==> config.mk <==
export PLATFORM = sky130hd
export DESIGN_NAME = demux_scan_sequencer_flat
export DESIGN_NICKNAME = d
export VERILOG_FILES = /design/src/rtl/demux_scan_sequencer_if.sv /design/src/rtl/demux_scan_sequencer.sv /design/src/flat_wrapper.sv
export SDC_FILE = /design/constraint.sdc
export NUM_CORES = 1
export LEC_CHECK = 0
export BUFFER_PORTS_ARGS = -buffer_cell sky130_fd_sc_hd__buf_2
export CAP_MARGIN = 10
export CORE_AREA = 2 2 69 71
export DETAILED_ROUTE_END_ITERATION = 7
export DIE_AREA = 0 0 71 73
export MAX_ROUTING_LAYER = met4
export PLACE_DENSITY = 0.73
export SLEW_MARGIN = 25
export SYNTH_ARGS = -nofsm -noshare
export SYNTH_HDL_FRONTEND = slang
export SYNTH_SLANG_ARGS = --single-unit
==> constraint.sdc <==
create_clock -name clk -period 2.1 [get_ports clk]
set_input_delay 0.315 -clock clk [delete_from_list [all_inputs] [get_ports clk]]
set_output_delay 0.315 -clock clk [all_outputs]
set_load 0.05 [all_outputs]
==> src/rtl/demux_scan_sequencer_if.sv <==
// Handshake and demux-drive bundle for demux_scan_sequencer.
// master: the block requesting scans (drives start/data).
// slave : the sequencer itself (drives sel/dout/valid/busy/done).
interface demux_scan_sequencer_if;
  logic        start;
  logic [15:0] data;
  logic [3:0]  sel;
  logic        dout;
  logic        valid;
  logic        busy;
  logic        done;

  modport master (
    output start, data,
    input  sel, dout, valid, busy, done
  );

  modport slave (
    input  start, data,
    output sel, dout, valid, busy, done
  );
endinterface

==> src/rtl/demux_scan_sequencer.sv <==
// Time-division scan sequencer feeding a 1x16 demux. A 16-bit word is
// captured on start and its bits are presented on dout one channel at a
// time, each channel held for DWELL cycles, followed by a one-cycle done.
// Optional build macro: SCAN_AUTORESTART_EN -- a start seen on the final
// scan cycle re-latches data and restarts at channel 0 with no gap.
module demux_scan_sequencer #(
  parameter int DWELL = 4,
  parameter int CNT_W = 16
) (
  input  logic                     clk,
  input  logic                     rst,
  demux_scan_sequencer_if.slave    bus
);

  typedef enum logic [1:0] {IDLE, SCAN, DONE} state_t;

  localparam logic [CNT_W-1:0] DWELL_LAST = CNT_W'(DWELL - 1);
  localparam logic [3:0]       CHAN_LAST  = 4'd15;

  state_t           state_p0;
  logic [3:0]       chan_p0;
  logic [CNT_W-1:0] dwell_p0;
  logic [15:0]      shadow_p0;
  logic [3:0]       sel_p0;
  logic             dout_p0;
  logic             valid_p0;
  logic             busy_p0;
  logic             done_p0;

  logic [3:0]       chan_nx;
  logic             dwell_end;

  // Next-channel index and end-of-dwell detect for the scan step.
  always_comb begin
    chan_nx   = chan_p0 + 4'd1;
    dwell_end = (dwell_p0 == DWELL_LAST);
  end

  // Scan FSM; all outputs are registered alongside the state.
  always_ff @(posedge clk or posedge rst) begin
    if (rst) begin
      state_p0  <= IDLE;
      chan_p0   <= '0;
      dwell_p0  <= '0;
      shadow_p0 <= '0;
      sel_p0    <= '0;
      dout_p0   <= 1'b0;
      valid_p0  <= 1'b0;
      busy_p0   <= 1'b0;
      done_p0   <= 1'b0;
    end else begin
      case (state_p0)
        IDLE: begin
          done_p0 <= 1'b0;
          if (bus.start) begin
            shadow_p0 <= bus.data;
            chan_p0   <= '0;
            dwell_p0  <= '0;
            state_p0  <= SCAN;
            sel_p0    <= '0;
            dout_p0   <= bus.data[0];
            valid_p0  <= 1'b1;
            busy_p0   <= 1'b1;
          end else begin
            sel_p0   <= '0;
            dout_p0  <= 1'b0;
            valid_p0 <= 1'b0;
            busy_p0  <= 1'b0;
          end
        end

        SCAN: begin
          if (!dwell_end) begin
            dwell_p0 <= dwell_p0 + 1'b1;
            done_p0  <= 1'b0;
          end else if (chan_p0 != CHAN_LAST) begin
            chan_p0  <= chan_nx;
            dwell_p0 <= '0;
            sel_p0   <= chan_nx;
            dout_p0  <= shadow_p0[chan_nx];
            done_p0  <= 1'b0;
          end else begin
`ifdef SCAN_AUTORESTART_EN
            if (bus.start) begin
              // Seamless restart: done overlaps channel 0 of the new word.
              shadow_p0 <= bus.data;
              chan_p0   <= '0;
              dwell_p0  <= '0;
              sel_p0    <= '0;
              dout_p0   <= bus.data[0];
              done_p0   <= 1'b1;
            end else begin
              state_p0 <= DONE;
              sel_p0   <= '0;
              dout_p0  <= 1'b0;
              valid_p0 <= 1'b0;
              busy_p0  <= 1'b0;
              done_p0  <= 1'b1;
            end
`else
            state_p0 <= DONE;
            sel_p0   <= '0;
            dout_p0  <= 1'b0;
            valid_p0 <= 1'b0;
            busy_p0  <= 1'b0;
            done_p0  <= 1'b1;
`endif
          end
        end

        DONE: begin
          // start is ignored here; the block always passes through IDLE.
          state_p0 <= IDLE;
          chan_p0  <= '0;
          dwell_p0 <= '0;
          sel_p0   <= '0;
          dout_p0  <= 1'b0;
          valid_p0 <= 1'b0;
          busy_p0  <= 1'b0;
          done_p0  <= 1'b0;
        end

        default: begin
          state_p0 <= IDLE;
          sel_p0   <= '0;
          dout_p0  <= 1'b0;
          valid_p0 <= 1'b0;
          busy_p0  <= 1'b0;
          done_p0  <= 1'b0;
        end
      endcase
    end
  end

  assign bus.sel   = sel_p0;
  assign bus.dout  = dout_p0;
  assign bus.valid = valid_p0;
  assign bus.busy  = busy_p0;
  assign bus.done  = done_p0;

endmodule

==> src/flat_wrapper.sv <==
// flat-port wrapper written by rule: the top's interface ports become plain ports
module demux_scan_sequencer_flat 
#(
  parameter int DWELL = 4,
  parameter int CNT_W = 16
)
  (clk, rst, bus_start, bus_data, bus_sel, bus_dout, bus_valid, bus_busy, bus_done);
  demux_scan_sequencer_if bus_i ();
  input  logic clk;
  input  logic rst;
  input wire logic [$bits(bus_i.start)-1:0] bus_start;
  input wire logic [$bits(bus_i.data)-1:0] bus_data;
  output wire logic [$bits(bus_i.sel)-1:0] bus_sel;
  output wire logic [$bits(bus_i.dout)-1:0] bus_dout;
  output wire logic [$bits(bus_i.valid)-1:0] bus_valid;
  output wire logic [$bits(bus_i.busy)-1:0] bus_busy;
  output wire logic [$bits(bus_i.done)-1:0] bus_done;
  assign bus_i.start = bus_start;
  assign bus_i.data = bus_data;
  assign bus_sel = bus_i.sel;
  assign bus_dout = bus_i.dout;
  assign bus_valid = bus_i.valid;
  assign bus_busy = bus_i.busy;
  assign bus_done = bus_i.done;
  demux_scan_sequencer #(.DWELL(DWELL), .CNT_W(CNT_W)) u_core (.clk(clk), .rst(rst), .bus(bus_i));
endmodule
==> results of run 1 <==
==> layout make-up <==
class	count	area [sq um]	area share, %
Clock buffer	5	68.8	2.71
Multi-Input combinational cell	135	1020	40.3
Timing Repair Buffer	35	198	7.78
Inverter	9	33.8	1.33
Clock inverter	3	22.5	0.886
Sequential cell	45	1130	44.3
Tap cell	54	67.6	2.66
==> synthesized netlist by cell type, types with 4 or more instances <==
library cell / number / area [sq um]
a21oi_1: 6 / 30.0
and3_1: 4 / 25.0
buf_2: 6 / 30.0
dfrtp_1: 45 / 1130
inv_1: 9 / 33.8
mux2_2: 15 / 169
mux4_2: 4 / 90.1
nand2_1: 14 / 52.6
nand3_1: 6 / 30.0
nand4_1: 7 / 43.8
nor2_1: 11 / 41.3
nor4_1: 4 / 25.0
o2111ai_1: 4 / 35.0
o21ai_0: 6 / 30.0
or3_1: 5 / 31.3
xor2_1: 9 / 78.8
==> cells by family after synthesis <==
logic type | count (synthesis) | share of synthesized area, %
AND/OR/NAND/NOR | 67 | 16.8
XOR/XNOR | 11 | 4.29
flip-flops | 45 | 50.1
adder cells (fa/ha/maj) | 2 | 1.11
multiplexers | 22 | 12.9
AO/OA/AOI/OAI | 33 | 10.5
buffers and inverters | 20 | 4.34
==> final timing paths <==
kind	depth (start not counted)	from	slack, ns	endpoint
min in group clk	2	bus_data[7]	0.24	u_core.shadow_p0[7]$_DFFE_PP0P_
hold / removal	3	rst	0.13	u_core.shadow_p0[12]$_DFFE_PP0P_
hold reg to reg	2	u_core.bus.sel[2]$_DFFE_PP0P_	0.47	u_core.bus.sel[2]$_DFFE_PP0P_
setup / recovery	7	u_core.dwell_p0[0]$_DFFE_PP0P_	0.19	u_core.dwell_p0[9]$_DFFE_PP0P_
setup reg to reg	7	u_core.dwell_p0[0]$_DFFE_PP0P_	0.19	u_core.dwell_p0[9]$_DFFE_PP0P_
max in group asynchronous	3	rst	1.58	u_core.dwell_p0[6]$_DFFE_PP0P_
==> critical path: cells and delay by family (launching register included) <==
kind / cells / cell delay, ns
compound gates: 2 / 0.26
fa+ha+maj: 1 / 0.21
buf+inv: 1 / 0.19
flops: 1 / 0.41
simple gates: 3 / 0.76
==> power groups by stage <==
stage                     clock (mW)  combinational (mW)  sequential, mW
final                          0.537              0.0576           0.890
after global routing           0.596              0.0653           0.892
after CTS                      0.553              0.0600           0.890
after detailed placement           0              0.0601           0.907
after global placement             0              0.0579           0.906
after floorplan                    0              0.0343           0.904
==> through the flow <==
stage	util [%]	std cells
2_1_floorplan	-	200
3_3_place_gp	54.0	278
3_5_place_dp	54.0	278
4_1_cts	56.0	286
5_1_grt	56.0	286
6_report	56.0	286
==> routing by layer <==
layer | global-route usage [%] | part of all wire, % | vias up
met2 | 27.7 | 48 | 32
met1 | 25.6 | 49 | 744
li1 | - | - | 787
met5 | - | 0 | -
met3 | 4.56 | 3.0 | 2
met4 | 5.03 | 0.72 | 0
==> flip-flops by register name (all words and copies together), names as in the netlist <==
name,cells
u_core.bus.sel,4
u_core.bus.valid,1
u_core.chan_p0,4
u_core.bus.dout,1
u_core.bus.done,1
u_core.state_p0,2
u_core.shadow_p0,16
u_core.dwell_p0,16
==> metrics.log, run 1 <==
INFO  metric wl_per_cell = 15.0 microns
INFO  metric crit_arrival = 2.13 ns
INFO  metric initial_core_util = 49.6%
INFO  metric tritoncts_num_sinks = 45
INFO  metric max_slew.worst_pin.slew = 0.551 ns
INFO  metric switching_share = 22.6%
INFO  metric gp_routability_congestion = 0.886
INFO  metric most-common-layout-cells = dfrtp_1, buf_2, mux2_2
INFO  metric clk_latency = 0.30 ns
INFO  metric worst-setup-path-type = register to register
INFO  metric netlist-cell-type-count = 45
INFO  metric post_synth.cell_area_avg = 11.2 sq um
INFO  metric htreeDepth = 2
INFO  metric die_width = 71 microns
INFO  metric outcome = completed
INFO  metric hold_class = input pin to asynchronous set/reset pin
INFO  metric min_period_over_period = 90.9%
INFO  metric via_per_inst = 5.47
INFO  metric wirelength = 4300 microns
INFO  metric max_cap_violations = 0
INFO  metric cp.required = 2.32 ns
INFO  metric clock_tree.buffer_depth = 2
INFO  metric dpl_cell_area = 2450 sq um
INFO  metric final_cell_area = 2540 sq um
INFO  metric switchingPower = 0.336 mW
INFO  metric num_rows = 25
INFO  metric number_of_synthesized_flops_with_an_enable_pin = 0
INFO  metric async_reset_ff_share = 100%
INFO  metric powerDensity = 584 nW/um^2
INFO  metric port_buffers = 26
INFO  metric fin_total_pwr = 1.48 mW
INFO  metric final_max_slew_viol_count = 0
INFO  metric tritoncts = done
INFO  metric slowest_stage = or4_1
INFO  metric final.min_clock_period = 1.91 ns
INFO  metric number_of_vias_after_detailed_routing = 1565
INFO  metric layout_setup_ws = 0.190 ns
INFO  metric hold_viol = 0
INFO  metric num-fill-cells = 379
INFO  metric post_synth_instance_area = 2250 sq um
INFO  metric number_of_standard_cells_after_synthesis = 200
INFO  metric max-vdd-ir-drop = 0.343 mV
INFO  metric detailedPlacementHpwl = 3130 microns
INFO  metric post_cts_buffers = 0
INFO  metric dr.pass1.iters = 4
INFO  metric synth.yosys.warnings = 0
INFO  metric ys_seq_area_share = 50.1%
INFO  metric grt_pass1_vias = 1524
INFO  metric num_io_pins = 27
INFO  metric share_seq_of_total_power = 60.0%
INFO  metric antennaDiodeCount = 0
INFO  metric die_h = 73 microns
INFO  metric area_delta_synth_final = 13.0%
INFO  metric placeableCoreArea = 4540 sq um
INFO  metric leading_cell_type_in_the_layout_fill_and_taps_excluded = dfrtp_1
INFO  metric detail_route.drc_violations = 0
INFO  metric synth_top_flop_cell = dfrtp_1
INFO  metric cts_clk_pin_slew_worst_paths = 0.09 ns
INFO  metric worst_setup_path_start_kind = register
INFO  metric max_freq = 524 MHz
INFO  metric max_stage_delay = 0.50 ns
INFO  metric final_layout_size_suffix_gt1_share = 30.6%
INFO  metric worstPathMaxFanout = 11
INFO  metric cts.root.buffer_cell = clkbuf_8
INFO  metric synthesis.nets = 221
INFO  metric share_clk_of_total_power = 36.2%
INFO  metric totalNegativeSetupSlack = 0 ns
INFO  metric timing.critical_path.to_type = register
INFO  metric max_slew_margin = 63.2%
INFO  metric final-setup-viol-count = 0
INFO  metric crit_path_cell_trace = ha_1 -> nor4b_2 -> nand4_1 -> buf_4 -> o21ai_2 -> or4_1 -> a21oi_1
INFO  metric antenna_found_initial = 0
INFO  metric synth.ff_latch_count = 45
INFO  metric detail-route-antenna-nets = 0
INFO  metric grt_overflow = 0
INFO  metric finish.net_count = 252
INFO  metric internal_power = 1.15 mW
INFO  metric tritoncts.num_buffers = 5
INFO  metric combPwrFrac = 3.9%
INFO  metric number_of_hold_buffers_added_after_cts = 0
INFO  metric gr-usage-all-layers = 18.6%
INFO  metric design.die.area = 5180 sq um
INFO  metric first_iter_violations = 209
INFO  metric power.leakage = 1.15 nW
INFO  metric cts.repair.resized = 0
INFO  metric place_worst_setup_slack = 0.217 ns
INFO  metric worst_hold_slack = 0.134 ns
INFO  metric rsz_0062_raised_after_global_routing = false
INFO  metric grt_first_pass_wirelength = 7330 microns
INFO  metric maximum_number_of_pins_on_one_net_before_global_route_repair = 46
INFO  metric clock_skew = 0.00609 ns
No activity file was read; power rests on OpenSTA's default activity.
==> run 2: changes to the inputs <==
--- a/config.mk
+++ b/config.mk
@@ -12,5 +12,5 @@
 export DIE_AREA = 0 0 71 73
 export MAX_ROUTING_LAYER = met4
-export PLACE_DENSITY = 0.73
+export PLACE_DENSITY = 0.74
 export SLEW_MARGIN = 25
 export SYNTH_ARGS = -nofsm -noshare
==> constraint.sdc (replaced) <==
create_clock -name clk -period 2.1 [get_ports clk]
set_input_delay 0.105 -clock clk [delete_from_list [all_inputs] [get_ports clk]]
set_output_delay 0.105 -clock clk [all_outputs]
set_load 0.05 [all_outputs]
==> run 2 against run 1 <==
Effect of this change:
- first-iteration DRC count shrank 14%
- global-route usage rose by 0.33 points
- combinational power is 3% higher
- register-to-register slack lost 0.03 ns
- cell count increased by 1.7%
- clock power up 2%
- power grew 0.79%
- worst hold slack worse by 0.11 ns
- die area stayed put
- fmax shrank 1.4%
- via count increased by 4.8%
- sequential share of layout area down 0.69 points
- critical path type unchanged
- critical endpoint is now u_core.dwell_p0[2]$_DFFE_PP0P_
- highest routed layer unchanged
==> metrics.log, run 2 (synthesized netlist as in run 1, its figures left out) <==
INFO  metric outcome = completed
INFO  metric number_of_vias_after_detailed_routing = 1640
INFO  metric num-fill-cells = 387
INFO  metric power.leakage = 1.17 nW
INFO  metric via_per_inst = 5.64
INFO  metric antenna_found_initial = 0
INFO  metric clock_tree.buffer_depth = 2
INFO  metric rr_startpoint = u_core.chan_p0[1]$_DFFE_PP0P_
INFO  metric rsz_0062_raised_after_global_routing = false
INFO  metric cp-startpoint = u_core.chan_p0[1]$_DFFE_PP0P_
INFO  metric detail_route.drc_violations = 0
INFO  metric dpl.cell_count = 280
INFO  metric area_delta_synth_final = 14.8%
INFO  metric final_max_slew_viol_count = 0
INFO  metric max_cap_violations = 0
INFO  metric max_freq = 516 MHz
INFO  metric min_period_over_period = 92.2%
INFO  metric maximum_number_of_pins_on_one_net_before_global_route_repair = 26
INFO  metric layout_setup_ws = 0.163 ns
INFO  metric layoutNonFillerInstCount = 291
INFO  metric placeableCoreArea = 4540 sq um
INFO  metric totalNegativeSetupSlack = 0 ns
INFO  metric worst_setup_path_start_kind = register
INFO  metric place_worst_setup_slack = 0.207 ns
INFO  metric hold_class = input pin to register
INFO  metric final-setup-viol-count = 0
INFO  metric max-vdd-ir-drop = 0.393 mV
INFO  metric grt_pass1_vias = 1548
INFO  metric finish.net_count = 257
INFO  metric num_rows = 25
INFO  metric cts.root.buffer_cell = clkbuf_8
INFO  metric initial_core_util = 49.6%
INFO  metric tritoncts = done
INFO  metric ff_latch_area = 1130 sq um
INFO  metric crit_path_cell_trace = ha_1 -> nand3_1 -> or2_2 -> o211ai_1 -> buf_4 -> xor2_1 -> nor2_1
INFO  metric path_buf_inv = 1
INFO  metric wirelength = 4530 microns
INFO  metric worstPathMaxFanout = 8
INFO  metric final_layout_size_suffix_gt1_share = 31.6%
INFO  metric hold_end = u_core.shadow_p0[2]$_DFFE_PP0P_
INFO  metric grt_overflow = 0
INFO  metric multiInputGateArea = 1020 sq um
INFO  metric htreeDepth = 2
INFO  metric cts_clk_pin_slew_worst_paths = 0.09 ns
INFO  metric r2r.worst_path.cells = 7
INFO  metric die_width = 71 microns
INFO  metric die_h = 73 microns
INFO  metric max_stage_delay = 0.38 ns
INFO  metric port_buffers = 26
INFO  metric max_slew_margin = 41.4%
INFO  metric holdPathStages = 2
INFO  metric tritoncts.num_buffers = 5
INFO  metric slowest_stage = dfrtp_1
INFO  metric path_delay_family = simple AND/OR/NAND/NOR gates
INFO  metric max_slew.worst_pin.slew = 0.874 ns
INFO  metric hold_viol = 0
INFO  metric design.die.area = 5180 sq um
INFO  metric worst-setup-path-type = register to register
INFO  metric min-delay-start = bus_data[2]
INFO  metric first_iter_violations = 180
INFO  metric gp_routability_congestion = 0.888
INFO  metric wl_per_cell = 15.6 microns
INFO  metric final.min_clock_period = 1.94 ns
INFO  metric dr.pass1.iters = 4
INFO  metric gr-usage-all-layers = 18.9%
INFO  metric tritoncts_num_sinks = 45
INFO  metric grt_first_pass_wirelength = 7450 microns
INFO  metric regToRegEndpoint = u_core.dwell_p0[2]$_DFFE_PP0P_
INFO  metric clk_latency = 0.30 ns
INFO  metric detailedPlacementHpwl = 3300 microns
INFO  metric rrSetupSlack = 0.16 ns
INFO  metric num_io_pins = 27
INFO  metric fin_total_pwr = 1.50 mW
INFO  metric cp.required = 2.29 ns
INFO  metric largest_registers = u_core.dwell_p0 x16, u_core.shadow_p0 x16
INFO  metric crit_arrival = 2.13 ns
INFO  metric powerDensity = 580 nW/um^2
INFO  metric clock_skew = 0.0102 ns
INFO  metric detail-route-antenna-nets = 0
INFO  metric antennaDiodeCount = 0
INFO  metric leading_cell_type_in_the_layout_fill_and_taps_excluded = dfrtp_1
INFO  metric most-common-layout-cells = dfrtp_1, buf_2, mux2_2
INFO  metric timing.critical_path.to_type = register
[run 2: cell types whose count changed in the layout (fill, tap and decap cells not counted), sizes merged]
cell,before,now
dlygate4sd3,0,1
buf,35,39
[run 2: timing repair]
item,4_1_cts,5_1_grt
buffers inserted,0,2
gates resized for setup,0,0
endpoints found under the setup margin,0,1
hold endpoints to repair,24,0
hold buffers,1,0
[run 2: final cells by class]
class / count / share of cell area, %
Clock buffer: 5 / 2.67
Clock inverter: 3 / 0.873
Inverter: 9 / 1.31
Multi-Input combinational cell: 135 / 39.7
Sequential cell: 45 / 43.6
Tap cell: 54 / 2.62
Timing Repair Buffer: 40 / 9.21
[run 2: worst reg2reg max path: cells and delay by family (launching register included)]
| family | cells | cell delay [ns] |
|---|---|---|
| AOI/OAI and AO/OA | 1 | 0.31 |
| xor gates and xnor gates | 1 | 0.14 |
| adders and majority gates | 1 | 0.25 |
| buffers and inverters | 1 | 0.17 |
| DFF | 1 | 0.38 |
| and+or+nand+nor | 3 | 0.58 |
[run 2: power breakdown]
| part | leakage [nW] | internal [mW] | switching [mW] |
|---|---|---|---|
| Sequential | 0.558 | 0.882 | 0.00806 |
| Combinational | 0.563 | 0.0318 | 0.0276 |
| Clock | 0.0481 | 0.236 | 0.311 |
| Total | 1.17 | 1.15 | 0.346 |
[run 2: worst max-delay path by stage]
| stage | cells after the start | to | slack, ns |
|---|---|---|---|
| 2_1_floorplan | 8 | u_core.chan_p0[3]$_DFFE_PP0P_ | 0.17 |
| 3_3_place_gp | 6 | u_core.bus.dout$_DFFE_PP0P_ | 0.26 |
| 3_5_place_dp | 6 | u_core.bus.dout$_DFFE_PP0P_ | 0.21 |
| 4_1_cts | 7 | u_core.chan_p0[3]$_DFFE_PP0P_ | 0.20 |
| 5_1_grt | 7 | u_core.dwell_p0[2]$_DFFE_PP0P_ | 0.02 |
| 6_report | 7 | u_core.dwell_p0[2]$_DFFE_PP0P_ | 0.16 |
[run 2: routing by layer]
metal  GRT usage [%]  vias to the layer above  part of all wire (%)
met5               -                        -                     0
met4            7.34                        0                   2.1
met3            3.87                        8                   4.2
met2            28.8                       47                    47
met1            25.2                      795                    47
li1                -                      790                     -
[run 2: metrics by stage]
stage / hold slack, ns / cell area (sq um) / utilization, %
final: 0.0242 / 2580 / 56.9
after global placement: 0.211 / 2460 / 54.3
after floorplan: 0.235 / 2250 / -
after CTS: 0.0234 / 2570 / 56.6
after detailed placement: 0.215 / 2460 / 54.3
after global routing: 0.0253 / 2580 / 56.9
==> run 3: changes to the inputs <==
CORE_AREA = 2 2 90 92   (was 2 2 69 71)
DIE_AREA = 0 0 92 94   (was 0 0 71 73)
PLACE_DENSITY = default   (was 0.74)
PLACE_DENSITY_LB_ADDON = 0.08   (was default)
==> run 3 against run 2 <==
Effect of this change:
- first-iteration DRC count decreased by 53%
- worst hold slack about the same
- non-clock buffer count rose by 9
- sequential share of layout area decreased by 2.9 points
- sequential power hardly changed
- die area rose by 67%
- highest routed layer unchanged
==> metrics.log, run 3 (synthesized netlist as in run 1, its figures left out) <==
INFO  metric dpl_cell_area = 2610 sq um
INFO  metric crit_path_cell_trace = ha_1 -> mux4_2 -> mux2i_1 -> or3_1 -> o311ai_0 -> a22o_1
INFO  metric placeableCoreArea = 7610 sq um
INFO  metric power.leakage = 1.24 nW
INFO  metric internal_power = 1.40 mW
INFO  metric final_cell_area = 2770 sq um
INFO  metric detail-route-antenna-nets = 0
INFO  metric hold_class = input pin to register
INFO  metric final_max_slew_viol_count = 0
INFO  metric cp.required = 2.30 ns
INFO  metric rsz_0062_raised_after_global_routing = false
INFO  metric htreeDepth = 2
INFO  metric worst_setup_path_start_kind = register
INFO  metric area_delta_synth_final = 23.1%
INFO  metric largest_registers = u_core.dwell_p0 x16, u_core.shadow_p0 x16
INFO  metric hold_viol = 0
INFO  metric most-common-layout-cells = dfrtp_1, buf_2, buf_4
INFO  metric grt_use_met3 = 2.17%
INFO  metric globalRouteMet2Util = 19.6%
INFO  metric dr.pass1.iters = 4
INFO  metric switching_share = 21.3%
INFO  metric outcome = completed
INFO  metric via_per_inst = 4.66
INFO  metric max_slew_margin = 63.7%
INFO  metric max_slew.worst_pin.slew = 0.544 ns
INFO  metric grt_pass1_vias = 1720
INFO  metric port_buffers = 26
INFO  metric clock_tree.buffer_depth = 2
INFO  metric num-fill-cells = 775
INFO  metric num_io_pins = 27
INFO  metric path_delay_family = multiplexers
INFO  metric share_clk_of_total_power = 46.2%
INFO  metric num_rows = 32
INFO  metric share_seq_of_total_power = 50.2%
INFO  metric grt_overflow = 0
INFO  metric max_freq = 502 MHz
INFO  metric combPwrFrac = 3.6%
INFO  metric tritoncts = done
INFO  metric grt_first_pass_wirelength = 8950 microns
INFO  metric min_period_over_period = 94.8%
INFO  metric wirelength = 5260 microns
INFO  metric worst-setup-path-type = register to register
INFO  metric max-vdd-ir-drop = 0.227 mV
INFO  metric grtUsageMet1 = 19.8%
INFO  metric clk_latency = 0.30 ns
INFO  metric antenna_found_initial = 0
INFO  metric first_iter_violations = 84
INFO  metric leading_cell_type_in_the_layout_fill_and_taps_excluded = dfrtp_1
INFO  metric clock_skew = 0.00917 ns
INFO  metric initial_core_util = 29.6%
INFO  metric crit_arrival = 2.19 ns
INFO  metric gp_routability_congestion = 0.814
INFO  metric maximum_number_of_pins_on_one_net_before_global_route_repair = 24
INFO  metric detailedPlacementHpwl = 3820 microns
INFO  metric grt_busiest_layer = met1
INFO  metric die_h = 94 microns
INFO  metric antennaDiodeCount = 0
INFO  metric final_layout_size_suffix_gt1_share = 34.6%
INFO  metric die_width = 92 microns
INFO  metric detail_route.drc_violations = 0
INFO  metric tritoncts_num_sinks = 45
INFO  metric totalNegativeSetupSlack = 0 ns
INFO  metric cts_clk_pin_slew_worst_paths = 0.10 ns
INFO  metric worst_hold_slack = 0.0245 ns
INFO  metric place_worst_setup_slack = 0.118 ns
INFO  metric cts.root.buffer_cell = clkbuf_8
INFO  metric tritoncts.num_buffers = 5
INFO  metric wl_per_cell = 15.1 microns
INFO  metric number_of_vias_after_detailed_routing = 1623
INFO  metric multiInputGateArea = 1020 sq um
INFO  metric slowest_stage = mux4_2
INFO  metric design.die.area = 8650 sq um
INFO  metric fin_total_pwr = 1.77 mW
INFO  metric layout_setup_ws = 0.110 ns
INFO  metric max_stage_delay = 0.51 ns
INFO  metric final.min_clock_period = 1.99 ns
INFO  metric final-setup-viol-count = 0
INFO  metric switchingPower = 0.377 mW
INFO  metric max_cap_violations = 0
INFO  metric worstPathMaxFanout = 3
INFO  metric powerDensity = 640 nW/um^2
INFO  metric gr-usage-all-layers = 13.5%
INFO  metric finish.net_count = 266
INFO  metric path_buf_inv = 0
INFO  metric timing.critical_path.to_type = register
INFO  metric ff_latch_area = 1130 sq um
run 3: cell types whose count changed in the layout (fill, tap and decap cells not counted):
| cell | delta |
|---|---|
| inv_2 | +1 |
| buf_4 | +8 |
| inv_6 | +1 |
| clkinv_2 | -1 |
| clkinv_4 | -2 |
| buf_12 | +1 |
| bufinv_16 | +2 |
| clkinv_1 | -1 |
run 3: through the flow:
stage                     std cells  utilization, %
after global placement          337            34.2
after global routing            348            36.4
final                           348            36.4
after floorplan                 200               -
after CTS                       346            36.2
after detailed placement        337            34.2
run 3: final timing paths:
path | startpoint | endpoint | slack (ns) | cells past startpoint
setup / recovery | u_core.chan_p0[1]$_DFFE_PP0P_ | u_core.bus.dout$_DFFE_PP0P_ | 0.11 | 6
hold / removal | bus_data[8] | u_core.shadow_p0[8]$_DFFE_PP0P_ | 0.02 | 2
setup reg to reg | u_core.chan_p0[1]$_DFFE_PP0P_ | u_core.bus.dout$_DFFE_PP0P_ | 0.11 | 6
hold reg to reg | u_core.bus.sel[3]$_DFFE_PP0P_ | u_core.bus.sel[3]$_DFFE_PP0P_ | 0.50 | 2
max in group asynchronous | rst | u_core.chan_p0[3]$_DFFE_PP0P_ | 1.22 | 4
min in group asynchronous | rst | u_core.dwell_p0[13]$_DFFE_PP0P_ | 0.38 | 3
run 3: layer usage:
| metal | share of wire (%) | routed length, microns | vias up |
|---|---|---|---|
| li1 | - | - | 821 |
| met2 | 44 | 2290 | 31 |
| met4 | 0.51 | 27 | 0 |
| met1 | 53 | 2810 | 767 |
| met5 | 0 | 0 | - |
| met3 | 2.6 | 137 | 4 |
run 3: timing repair:
item	4_1_cts	5_1_grt
resized for setup	0	0
setup buffers	0	2
setup endpoints to repair	0	1
endpoints found under the hold margin	22	0
hold buffers	1	0
run 3: cell type report:
cell class / count / share of cell area, %
flip-flops and latches: 45 / 40.7
clock buffers: 5 / 2.49
inverters: 9 / 1.22
well taps: 102 / 4.61
multi-input cells: 135 / 37.0
clock inverters: 3 / 2.49
repair buffers: 49 / 11.5
run 3: power by group through the flow:
stage,combinational [mW],sequential [mW],clock [mW]
2_1_floorplan,0.0343,0.904,0
3_3_place_gp,0.0640,0.907,0
3_5_place_dp,0.0650,0.907,0
4_1_cts,0.0665,0.890,0.841
5_1_grt,0.0729,0.892,0.878
6_report,0.0636,0.890,0.819
